<file path="src/rtl/maf_pkg.sv">
// ============================================================================
//  Module      : maf_pkg
//  Description : Shared types and helpers for the I/Q moving-average filter.
//  Revision    : 1.0 - initial release
// ============================================================================
`default_nettype none

package maf_pkg;

    typedef enum logic [1:0] {
        MAF_EMPTY = 2'd0,
        MAF_FILL  = 2'd1,
        MAF_FULL  = 2'd2
    } maf_state_e;

    // Running sum of N = 2**LOG2_N samples needs LOG2_N guard bits.
    function automatic int acc_w(input int data_w, input int log2_n);
        return data_w + log2_n;
    endfunction

endpackage

`default_nettype wire

</file>
<file path="src/rtl/maf_iq_filter_if.sv">
// ============================================================================
//  Module      : maf_iq_filter_if
//  Description : Sample/average stream bundle for the I/Q moving-average filter.
//  Revision    : 1.0 - initial release
// ============================================================================
`default_nettype none

interface maf_iq_filter_if #(
    parameter int DATA_W = 16
);
    logic                     clear;
    logic                     in_valid;
    logic signed [DATA_W-1:0] in_i;
    logic signed [DATA_W-1:0] in_q;
    logic                     out_valid;
    logic signed [DATA_W-1:0] out_i;
    logic signed [DATA_W-1:0] out_q;
    logic                     primed;

    modport master (
        output clear, in_valid, in_i, in_q,
        input  out_valid, out_i, out_q, primed
    );

    modport slave (
        input  clear, in_valid, in_i, in_q,
        output out_valid, out_i, out_q, primed
    );
endinterface

`default_nettype wire

</file>
<file path="src/rtl/maf_channel.sv">
// ============================================================================
//  Module      : maf_channel
//  Description : One moving-average channel: history ring, running sum and
//                registered average. Build macro MAF_ROUND_EN selects
//                round-half-up instead of floor.
//  Revision    : 1.0 - initial release
// ============================================================================
`default_nettype none

module maf_channel
    import maf_pkg::*;
#(
    parameter int DATA_W = 16,
    parameter int LOG2_N = 4
) (
    input  wire logic                     clk,
    input  wire logic                     rst,
    input  wire logic                     i_clear,
    input  wire logic                     i_accept,
    input  wire logic [LOG2_N-1:0]        i_wr_ptr,
    input  wire logic signed [DATA_W-1:0] i_din,
    output logic signed [DATA_W-1:0]      o_dout
);

    localparam int c_N     = 1 << LOG2_N;
    localparam int c_ACC_W = acc_w(DATA_W, LOG2_N);

    logic signed [DATA_W-1:0] r_hist [c_N];
    logic signed [c_ACC_W-1:0] r_acc;
    logic signed [DATA_W-1:0]  r_dout;

    logic signed [DATA_W-1:0]  w_oldest;
    logic signed [c_ACC_W-1:0] w_din_ext;
    logic signed [c_ACC_W-1:0] w_old_ext;
    logic signed [c_ACC_W-1:0] w_acc_next;
    logic signed [DATA_W-1:0]  w_avg;

    assign w_oldest   = r_hist[i_wr_ptr];
    assign w_din_ext  = {{LOG2_N{i_din[DATA_W-1]}}, i_din};
    assign w_old_ext  = {{LOG2_N{w_oldest[DATA_W-1]}}, w_oldest};
    assign w_acc_next = r_acc + w_din_ext - w_old_ext;

`ifdef MAF_ROUND_EN
    // floor((a + 2**(k-1)) / 2**k) == floor(a / 2**k) + a[k-1]; the sum
    // never leaves the DATA_W range, so no wider intermediate is kept.
    assign w_avg = w_acc_next[c_ACC_W-1:LOG2_N] + DATA_W'(w_acc_next[LOG2_N-1]);
`else
    assign w_avg = w_acc_next[c_ACC_W-1:LOG2_N];
`endif

    always_ff @(posedge clk or posedge rst) begin
        if (rst) begin
            r_acc  <= '0;
            r_dout <= '0;
            for (int k = 0; k < c_N; k++) r_hist[k] <= '0;
        end else if (i_clear) begin
            r_acc <= '0;
            for (int k = 0; k < c_N; k++) r_hist[k] <= '0;
        end else if (i_accept) begin
            r_acc            <= w_acc_next;
            r_hist[i_wr_ptr] <= i_din;
            r_dout           <= w_avg;
        end
    end

    assign o_dout = r_dout;

endmodule

`default_nettype wire

</file>
<file path="src/rtl/maf_iq_filter.sv">
// ============================================================================
//  Module      : maf_iq_filter
//  Description : Two-channel (I/Q) power-of-two moving-average filter with fill
//                tracking. Build macro MAF_ROUND_EN enables rounded output.
//  Revision    : 1.0 - initial release
// ============================================================================
`default_nettype none

module maf_iq_filter
    import maf_pkg::*;
#(
    parameter int DATA_W = 16,
    parameter int LOG2_N = 4
) (
    input wire logic     clk,
    input wire logic     rst,
    maf_iq_filter_if.slave bus
);

    localparam logic [LOG2_N-1:0] c_PTR_LAST = '1;

    maf_state_e        r_state;
    logic [LOG2_N-1:0] r_wr_ptr;
    logic              r_out_valid;
    logic              r_primed;
    logic              w_accept;

    // A clear in the same cycle as a sample drops the sample.
    assign w_accept = bus.in_valid & ~bus.clear;

    // wr_ptr starts at zero after every flush, so it doubles as the fill count.
    always_ff @(posedge clk or posedge rst) begin
        if (rst) begin
            r_state     <= MAF_EMPTY;
            r_wr_ptr    <= '0;
            r_out_valid <= 1'b0;
            r_primed    <= 1'b0;
        end else begin
            r_out_valid <= w_accept;
            if (bus.clear) begin
                r_state  <= MAF_EMPTY;
                r_wr_ptr <= '0;
                r_primed <= 1'b0;
            end else if (w_accept) begin
                r_wr_ptr <= r_wr_ptr + 1'b1;
                case (r_state)
                    MAF_EMPTY: r_state <= MAF_FILL;
                    MAF_FILL: begin
                        if (r_wr_ptr == c_PTR_LAST) begin
                            r_state  <= MAF_FULL;
                            r_primed <= 1'b1;
                        end
                    end
                    default: r_state <= r_state;
                endcase
            end
        end
    end

    maf_channel #(
        .DATA_W (DATA_W),
        .LOG2_N (LOG2_N)
    ) u_chan_i (
        .clk      (clk),
        .rst      (rst),
        .i_clear  (bus.clear),
        .i_accept (w_accept),
        .i_wr_ptr (r_wr_ptr),
        .i_din    (bus.in_i),
        .o_dout   (bus.out_i)
    );

    maf_channel #(
        .DATA_W (DATA_W),
        .LOG2_N (LOG2_N)
    ) u_chan_q (
        .clk      (clk),
        .rst      (rst),
        .i_clear  (bus.clear),
        .i_accept (w_accept),
        .i_wr_ptr (r_wr_ptr),
        .i_din    (bus.in_q),
        .o_dout   (bus.out_q)
    );

    assign bus.out_valid = r_out_valid;
    assign bus.primed    = r_primed;

endmodule

`default_nettype wire

</file>
<file path="src/flat_wrapper.sv">
// flat-port wrapper written by rule: the top's interface ports become plain ports
module maf_iq_filter_flat import maf_pkg::*;
#(
    parameter int DATA_W = 16,
    parameter int LOG2_N = 4
)
  (clk, rst, bus_clear, bus_in_valid, bus_in_i, bus_in_q, bus_out_valid, bus_out_i, bus_out_q, bus_primed);
  maf_iq_filter_if #(.DATA_W(DATA_W)) bus_i ();
  input wire logic clk;
  input wire logic rst;
  input wire logic [$bits(bus_i.clear)-1:0] bus_clear;
  input wire logic [$bits(bus_i.in_valid)-1:0] bus_in_valid;
  input wire logic [$bits(bus_i.in_i)-1:0] bus_in_i;
  input wire logic [$bits(bus_i.in_q)-1:0] bus_in_q;
  output wire logic [$bits(bus_i.out_valid)-1:0] bus_out_valid;
  output wire logic [$bits(bus_i.out_i)-1:0] bus_out_i;
  output wire logic [$bits(bus_i.out_q)-1:0] bus_out_q;
  output wire logic [$bits(bus_i.primed)-1:0] bus_primed;
  assign bus_i.clear = bus_clear;
  assign bus_i.in_valid = bus_in_valid;
  assign bus_i.in_i = bus_in_i;
  assign bus_i.in_q = bus_in_q;
  assign bus_out_valid = bus_i.out_valid;
  assign bus_out_i = bus_i.out_i;
  assign bus_out_q = bus_i.out_q;
  assign bus_primed = bus_i.primed;
  maf_iq_filter #(.DATA_W(DATA_W), .LOG2_N(LOG2_N)) u_core (.clk(clk), .rst(rst), .bus(bus_i));
endmodule
</file>
<file path="config.mk">
export PLATFORM = sky130hd
export DESIGN_NAME = maf_iq_filter_flat
export DESIGN_NICKNAME = d
export VERILOG_FILES = /design/src/rtl/maf_pkg.sv /design/src/rtl/maf_iq_filter_if.sv /design/src/rtl/maf_channel.sv /design/src/rtl/maf_iq_filter.sv /design/src/flat_wrapper.sv
export SDC_FILE = /design/constraint.sdc
export NUM_CORES = 2
export LEC_CHECK = 0
export BUFFER_PORTS_ARGS = -buffer_cell sky130_fd_sc_hd__buf_2
export CORE_ASPECT_RATIO = 1.25
export CORE_MARGIN = 1
export CORE_UTILIZATION = 30
export CTS_BUF_LIST = sky130_fd_sc_hd__clkbuf_2 sky130_fd_sc_hd__clkbuf_4 sky130_fd_sc_hd__clkbuf_8
export DETAILED_ROUTE_END_ITERATION = 12
export GPL_ROUTABILITY_DRIVEN = 0
export PLACE_DENSITY_LB_ADDON = 0.08
export SKIP_CTS_REPAIR_TIMING = 1
export SYNTH_ARGS = -nofsm -noshare
export SYNTH_HDL_FRONTEND = slang
export SYNTH_SLANG_ARGS = --single-unit
</file>
<file path="constraint.sdc">
create_clock -name clk -period 31.4 [get_ports clk]
set_clock_uncertainty 0.2 [all_clocks]
set_input_delay 6.28 -clock clk [delete_from_list [all_inputs] [get_ports clk]]
set_output_delay 6.28 -clock clk [all_outputs]
set_load 0.03 [all_outputs]
</file>
### Word-level counts from Yosys, hierarchy flattened

Index checks and enable logic that the tools add are counted.

| operators by class | value |
|---|---|
| reductions and logical operators | 9 |
| $lt $le $gt $ge | 2 |
| $add $sub $neg | 5 |
| mux-type cells | 28 |
| equal/unequal tests | 3 |
| bitwise operators | 3 |

Operators by type and width:

| operator | number |
|---|---|
| 256-bit 2-to-1 mux | 4 |
| 256-bit bitwise mux | 2 |
| 16-bit binary-select mux with 4-bit select | 2 |
| 16-bit 2-to-1 mux | 5 |
| 20-bit 2-to-1 mux | 4 |
| 16-bit demux with 4-bit select | 1 |
| 20-bit by 16-bit adder with 20-bit output | 2 |
| 20-bit by 16-bit subtractor with 20-bit output | 2 |
| 4-bit 2-to-1 mux | 2 |
| 2-bit 2-to-1 mux | 3 |
| 3-bit AND reduction | 2 |
| 2-bit nonzero test | 3 |
| 5-bit greater-or-equal comparator, second input constant | 1 |
| 5-bit by 1-bit less-than comparator with 1-bit output, second input constant | 1 |
| 4-bit NOT with 5-bit output | 1 |
| 4-bit by 1-bit adder with 4-bit output, second input constant | 1 |
| 4-bit equality test, second input constant | 1 |
| 1-bit 2-to-1 mux | 4 |
| 2-bit one-hot mux with 2 select lines | 1 |
| 3-bit by 2-bit inequality test with 1-bit output, second input constant | 1 |
| 3-bit nonzero test | 1 |
| 2-bit by 1-bit equality test with 1-bit output, second input constant | 1 |
| 2-bit zero test | 1 |
| 2-bit AND reduction | 1 |
| other kinds (3) | 3 |

| storage, ports and cells | value |
|---|---|
| flip-flop bits (word level) | 592 |
| output and inout port bits | 34 |
| input port bits | 36 |
| word-level logic and storage cells | 90 |

### Longest topological paths before layout

| logic depth | value |
|---|---|
| depth in word-level cells | 8 |
| depth in mapped cells | 16 |
| depth with buffers taken out | 13 |

### Hierarchy

From an unflattened synthesis, not the netlist that was laid out.

| second synthesis, totals | value |
|---|---|
| cells, all modules | 3278 |
| area, all modules | 30743.2 sq um |

Modules (own cells, without submodules):

| module | instances | area each (sq um) | cells an instance |
|---|---|---|---|
| maf_channel at u_core.u_chan_q | 1 | 15354.7 | 1642 |
| maf_channel at u_core.u_chan_i | 1 | 15030.7 | 1605 |
| maf_iq_filter | 1 | 357.8 | 31 |

### Worst setup path before layout

Ideal clock, no wire load.

| timing path | value |
|---|---|
| path type | in2reg |
| from | in bus_in_q[15] |
| to | reg u_core.u_chan_q.r_acc[19] |
| arrival | 9.283 ns |
| path slack | 21.839 ns |
| cell stages on the path | 13 |
| cells stage by stage | clkbuf_1 clkbuf_1 inv_1 fa_1 inv_1 ha_1 a211o_1 o21ba_1 o21ai_1 a221oi_2 xnor2_1 or3_1 a21oi_1 |

| between the ends | value |
|---|---|
| word-level cells in the longest chain between the ends | 4 |

RTL lines:

| what | line | source |
|---|---|---|
| start: declaration | flat_wrapper.sv:14 | `input wire logic [$bits(bus_i.in_q)-1:0] bus_in_q;` |
| 20-bit by 16-bit adder with 20-bit output | maf_channel.sv:41 | `assign w_acc_next = r_acc + w_din_ext - w_old_ext;` |
| 20-bit by 16-bit subtractor with 20-bit output | maf_channel.sv:41 |  |
| 20-bit 2-to-1 mux | maf_channel.sv:59 | `end else if (i_accept) begin` |
| 20-bit 2-to-1 mux | maf_channel.sv:56 | `end else if (i_clear) begin` |
| end signal: assignment | maf_channel.sv:60 | `r_acc <= w_acc_next;` |
| end: declaration | maf_channel.sv:29 | `logic signed [c_ACC_W-1:0] r_acc;` |

Every way passes these cells. The select of a mux whose other input is x is not followed.
A chain may end at the register's enable or synchronous reset.

### Worst setup path in the final report

Same ends and word-level chain as after synthesis.

==> results by stage <==
Floorplanning:
- The floorplan step defined a die boundary enclosing 0.102 mm2.
- The total area inside the core boundary comes to 0.0994 mm2.
- The die outline height is 357 um.
- In this run the horizontal extent of the chip is 286 um.
- The number of top-level design ports is 70.
- The floorplan has 129 rows.
- The starting density of the core is 0.304.

Global route:
- The first global-routing pass estimated 172 mm of wire.
- Entering global routing, the biggest net connects 175 pins.
- Global routing finished with a remaining overflow of 0.
- The number of global-route vias before repair is 24.5k.
- The total global-route track usage is 0.231.
- The number of antenna violations at the first check in global routing was 11.

Setup path:
- The type of the worst setup path is in -> reg.
- The number of cells on the worst reg-to-reg path is 14.
- The required time of the critical path is 31,830 ps.
- The worst setup path is launched from an input pin.
- The data arrival at the endpoint of the critical path is 9580 ps.
- The peak fanout along the critical path is 18.
- The worst register-to-register path has a setup slack of 24,940 ps.
- In this run the critical register-to-register path is launched from u_core.r_wr_ptr[0].
- The launch point of the worst path is bus_in_q[15].
- The endpoint identified for the worst register-to-register timing path is u_core.u_chan_q.o_dout[12].
- The endpoint class of the critical path is a flop.
- The most critical setup path has its endpoint at u_core.u_chan_q.r_acc[19].

Timing:
- For the final routed database, the setup TNS stands at 0 ps.
- Of the available clock period, the critical path in the final layout requires 0.291.
- Timing would allow up to 0.109 GHz.
- Setup repair after global routing left no endpoint under its margin.
- The tightest slew margin relative to the limit is 0.238.
- The final number of setup-violating endpoints is 0.
- The final worst hold slack is 272 ps.
- The clock period minus final worst setup slack is 9150 ps.
- The count of pins over their slew limit is 0.
- Setup slack on the critical path of the routed design comes to 22,250 ps.
- For the pin with the worst max-slew slack, the measured transition is 1140 ps.
- The final number of hold-violating endpoints was 0.

Routing:
- The final route contains 23.5k vias.
- In the routed design, unresolved DRC markers number 0.
- The mean routed wirelength per cell is 25.9 um.
- For this run, the detailed router's first-pass iteration total came to 5.
- After detailed routing, the number of vias per cell comes to 5.22.
- After detailed routing, the total wire length is 117 mm.
- The number of nets with antenna violations after routing is 0.
- The violation count after the first detailed-route iteration is 1,933.

Clock tree:
- The clock sink count is 592.
- The clock passes through at most 3 buffers.
- The CTS tree is yes.
- The buffer type at the clock tree root is sky130_fd_sc_hd__clkbuf_8.
- CTS built an H-tree with a depth of 3.
- The number of buffers created by CTS is 107.
- Clock-pin slew was measured on the worst setup and hold paths at 60 ps.
- Clock latency on the worst-skew pair, taken at its later pin, is 770 ps.

Pwr:
- The analysis attributes to net switching a power of 0.754 mW.
- The clock network fraction of design power is 0.350.
- The internal portion of the total power is 1.43 mW.
- The switching share of total power is 0.345.
- Of the total power, registers draw 0.382.
- The peak supply drop is 0.0310 mV.
- In this run the static leakage power is 14.2 nW.
- The total power draw is 2.19 mW.
- The combinational fraction of design power is 0.268.
- Power spread over the standard cell area amounts to 64.4 mW/mm2.

Synth:
- The share of synthesized area in the top cell type comes to 0.490.
- By count the netlist is led by 1,038 x sky130_fd_sc_hd__nand2_1, 592 x sky130_fd_sc_hd__dfrtp_1, 511 x sky130_fd_sc_hd__a21oi_1.
- The number of standard cells after synthesis is 3,157.
- The most frequently used cell type in the post-synthesis netlist is sky130_fd_sc_hd__nand2_1.
- The yosys synthesis warning count is 0.
- The synthesized design contains 592 register bits.
- The share of flip-flops with an asynchronous set or reset is 1.00.
- The synthesized cell area is 0.0302 mm2.
- Synthesis produced a netlist with a net count of 3,277.
- After synthesis, the mean cell area works out to 9.57 um2.
- The sequential-to-total area share from yosys stat is 0.490.
- In the synthesized netlist the dominant register cell turns out to be sky130_fd_sc_hd__dfrtp_1.
- The biggest area consumer among synthesized cells is sky130_fd_sc_hd__dfrtp_1.
- In the post-synthesis netlist, the biggest area contributors are sky130_fd_sc_hd__dfrtp_1 49%, sky130_fd_sc_hd__nand2_1 13%, sky130_fd_sc_hd__mux4_2 12%.
- The count of flip-flops with a built-in enable after synthesis is 0.
- The count of cell types in the netlist is 62.

Worst hold path:
- Along the worst hold path, the cell count comes to 2.
- The class of the tightest hold or removal check is reg -> reg.

Placed design:
- Buffers placed on the I/O ports in this run total 69.
- The worst slack at placement is 21,360 ps.
- Detailed placement finished with a half-perimeter wire length of 67.4 mm.

Finish:
- For this run, the post-layout net count is 3,229.
- The core occupancy in the finished layout is 0.342.
- The layout overhead on the synthesized area is 12.5%.
- Summing all multi-input logic gate instances after layout gives 0.0140 mm2.
- Across the whole layout, storage elements account for 0.0148 mm2.
- Of the cells placed in the final design, the portion with a size suffix greater than 1 is 0.161.
- The final-layout fill cell count is 10.2k.

Run status:
- The run finished with clean final reports.

Run:
- The tool flagged a number of max-cap violations equal to 0.
## state kept, by name, summed over array words and instances (netlist names)
register	count
u_core.u_chan_q.o_dout	16
u_core.u_chan_i.r_hist	256
u_core.bus.primed	1
u_core.r_wr_ptr	4
u_core.r_state	2
u_core.u_chan_i.o_dout	16
u_core.u_chan_q.r_hist	256
u_core.u_chan_q.r_acc	20
u_core.bus.out_valid	1
u_core.u_chan_i.r_acc	20
## metrics by stage
step           std cells  cell area (um2)
2_1_floorplan       3157            30200
3_3_place_gp        4310            31800
3_5_place_dp        4310            31800
4_1_cts             4492            34000
5_1_grt             4494            34000
6_report            4494            34000
## power by group through the flow
stage	Clock (mW)	Sequential, mW	Combinational [mW]
floorplan	0	0.877	0.387
global placement	0	0.848	0.591
detailed placement	0	0.849	0.592
CTS	0.789	0.836	0.596
global route	0.820	0.841	0.654
finish	0.766	0.834	0.586
## layout by cell type, fill, tap and decap left out, types with 3 or more instances in the layout
master                      instances
sky130_fd_sc_hd__nor2_4            12
sky130_fd_sc_hd__clkinv_2           6
sky130_fd_sc_hd__o21a_1             5
sky130_fd_sc_hd__a211oi_1          11
sky130_fd_sc_hd__a31oi_1            9
sky130_fd_sc_hd__clkbuf_8         130
sky130_fd_sc_hd__xor2_1            19
sky130_fd_sc_hd__clkbuf_4          42
sky130_fd_sc_hd__mux2i_1           15
sky130_fd_sc_hd__nor3_4             3
sky130_fd_sc_hd__nand3_4           11
sky130_fd_sc_hd__nor2b_1           13
sky130_fd_sc_hd__a22o_1            41
sky130_fd_sc_hd__a21oi_1          511
sky130_fd_sc_hd__dfrtp_1          588
sky130_fd_sc_hd__nor3_1             9
sky130_fd_sc_hd__buf_2             68
sky130_fd_sc_hd__fa_1              38
sky130_fd_sc_hd__inv_1            150
sky130_fd_sc_hd__ha_1              46
sky130_fd_sc_hd__mux4_2           160
sky130_fd_sc_hd__o31ai_1            4
sky130_fd_sc_hd__o21bai_1           6
sky130_fd_sc_hd__xnor2_1           18
sky130_fd_sc_hd__nand2_1         1038
sky130_fd_sc_hd__a21o_1            15
sky130_fd_sc_hd__nand4_1           10
sky130_fd_sc_hd__nor2_1            46
sky130_fd_sc_hd__and3_1             5
sky130_fd_sc_hd__nand3_1            6
sky130_fd_sc_hd__nor2_2             3
sky130_fd_sc_hd__buf_4             47
sky130_fd_sc_hd__o21ai_0           36
sky130_fd_sc_hd__dfrtp_4            3
sky130_fd_sc_hd__nand2b_1           3
sky130_fd_sc_hd__a2111oi_0          3
sky130_fd_sc_hd__mux2_2             7
## critical path, cell delays in order
cell	delay (ps)
sky130_fd_sc_hd__buf_2	400
sky130_fd_sc_hd__inv_1	280
sky130_fd_sc_hd__fa_1	600
sky130_fd_sc_hd__inv_1	50
sky130_fd_sc_hd__ha_1	380
sky130_fd_sc_hd__a211o_1	320
sky130_fd_sc_hd__o21ba_1	240
sky130_fd_sc_hd__o21ai_1	80
sky130_fd_sc_hd__a221oi_2	340
sky130_fd_sc_hd__xnor2_1	150
sky130_fd_sc_hd__or3_1	320
sky130_fd_sc_hd__a21oi_1	150
## layer usage
layer  vias up  share of wire  global-route usage
met3       193          0.047              0.0297
met5         -              0                   0
met4         0          0.036              0.0880
li1      10500              -                   -
met1     12100           0.41               0.287
met2       703           0.51               0.408
## cells by family after synthesis
logic type | Yosys count | share of synthesized area
simple gates | 1174 | 0.151
mux | 182 | 0.127
xor+xnor | 37 | 0.0107
buf+inv | 425 | 0.0546
flops | 592 | 0.490
compound gates | 663 | 0.122
fa+ha+maj | 84 | 0.0442
## cell type report
type,instances,area share
Sequential cell,592,0.436
Clock inverter,10,0.00214
Inverter,151,0.0169
Timing Repair Buffer,117,0.0214
Clock buffer,172,0.0620
Antenna cell,2,0.000147
Tap cell,1310,0.0483
Multi-Input combinational cell,2140,0.413
## how the worst min path moves through the flow
stage                                           from                          to  slack, ps
final                     u_core.u_chan_q.o_dout[13]  u_core.u_chan_q.o_dout[13]        270
after global routing       u_core.u_chan_q.r_acc[15]   u_core.u_chan_q.r_acc[15]        290
after CTS                  u_core.u_chan_q.o_dout[9]   u_core.u_chan_q.o_dout[9]        280
after detailed placement   u_core.u_chan_q.o_dout[9]   u_core.u_chan_q.o_dout[9]        260
after global placement     u_core.u_chan_q.o_dout[7]   u_core.u_chan_q.o_dout[7]        260
after floorplan            u_core.u_chan_i.r_acc[12]   u_core.u_chan_i.r_acc[12]        250
Note: power is estimated with default switching activity, not from simulation.
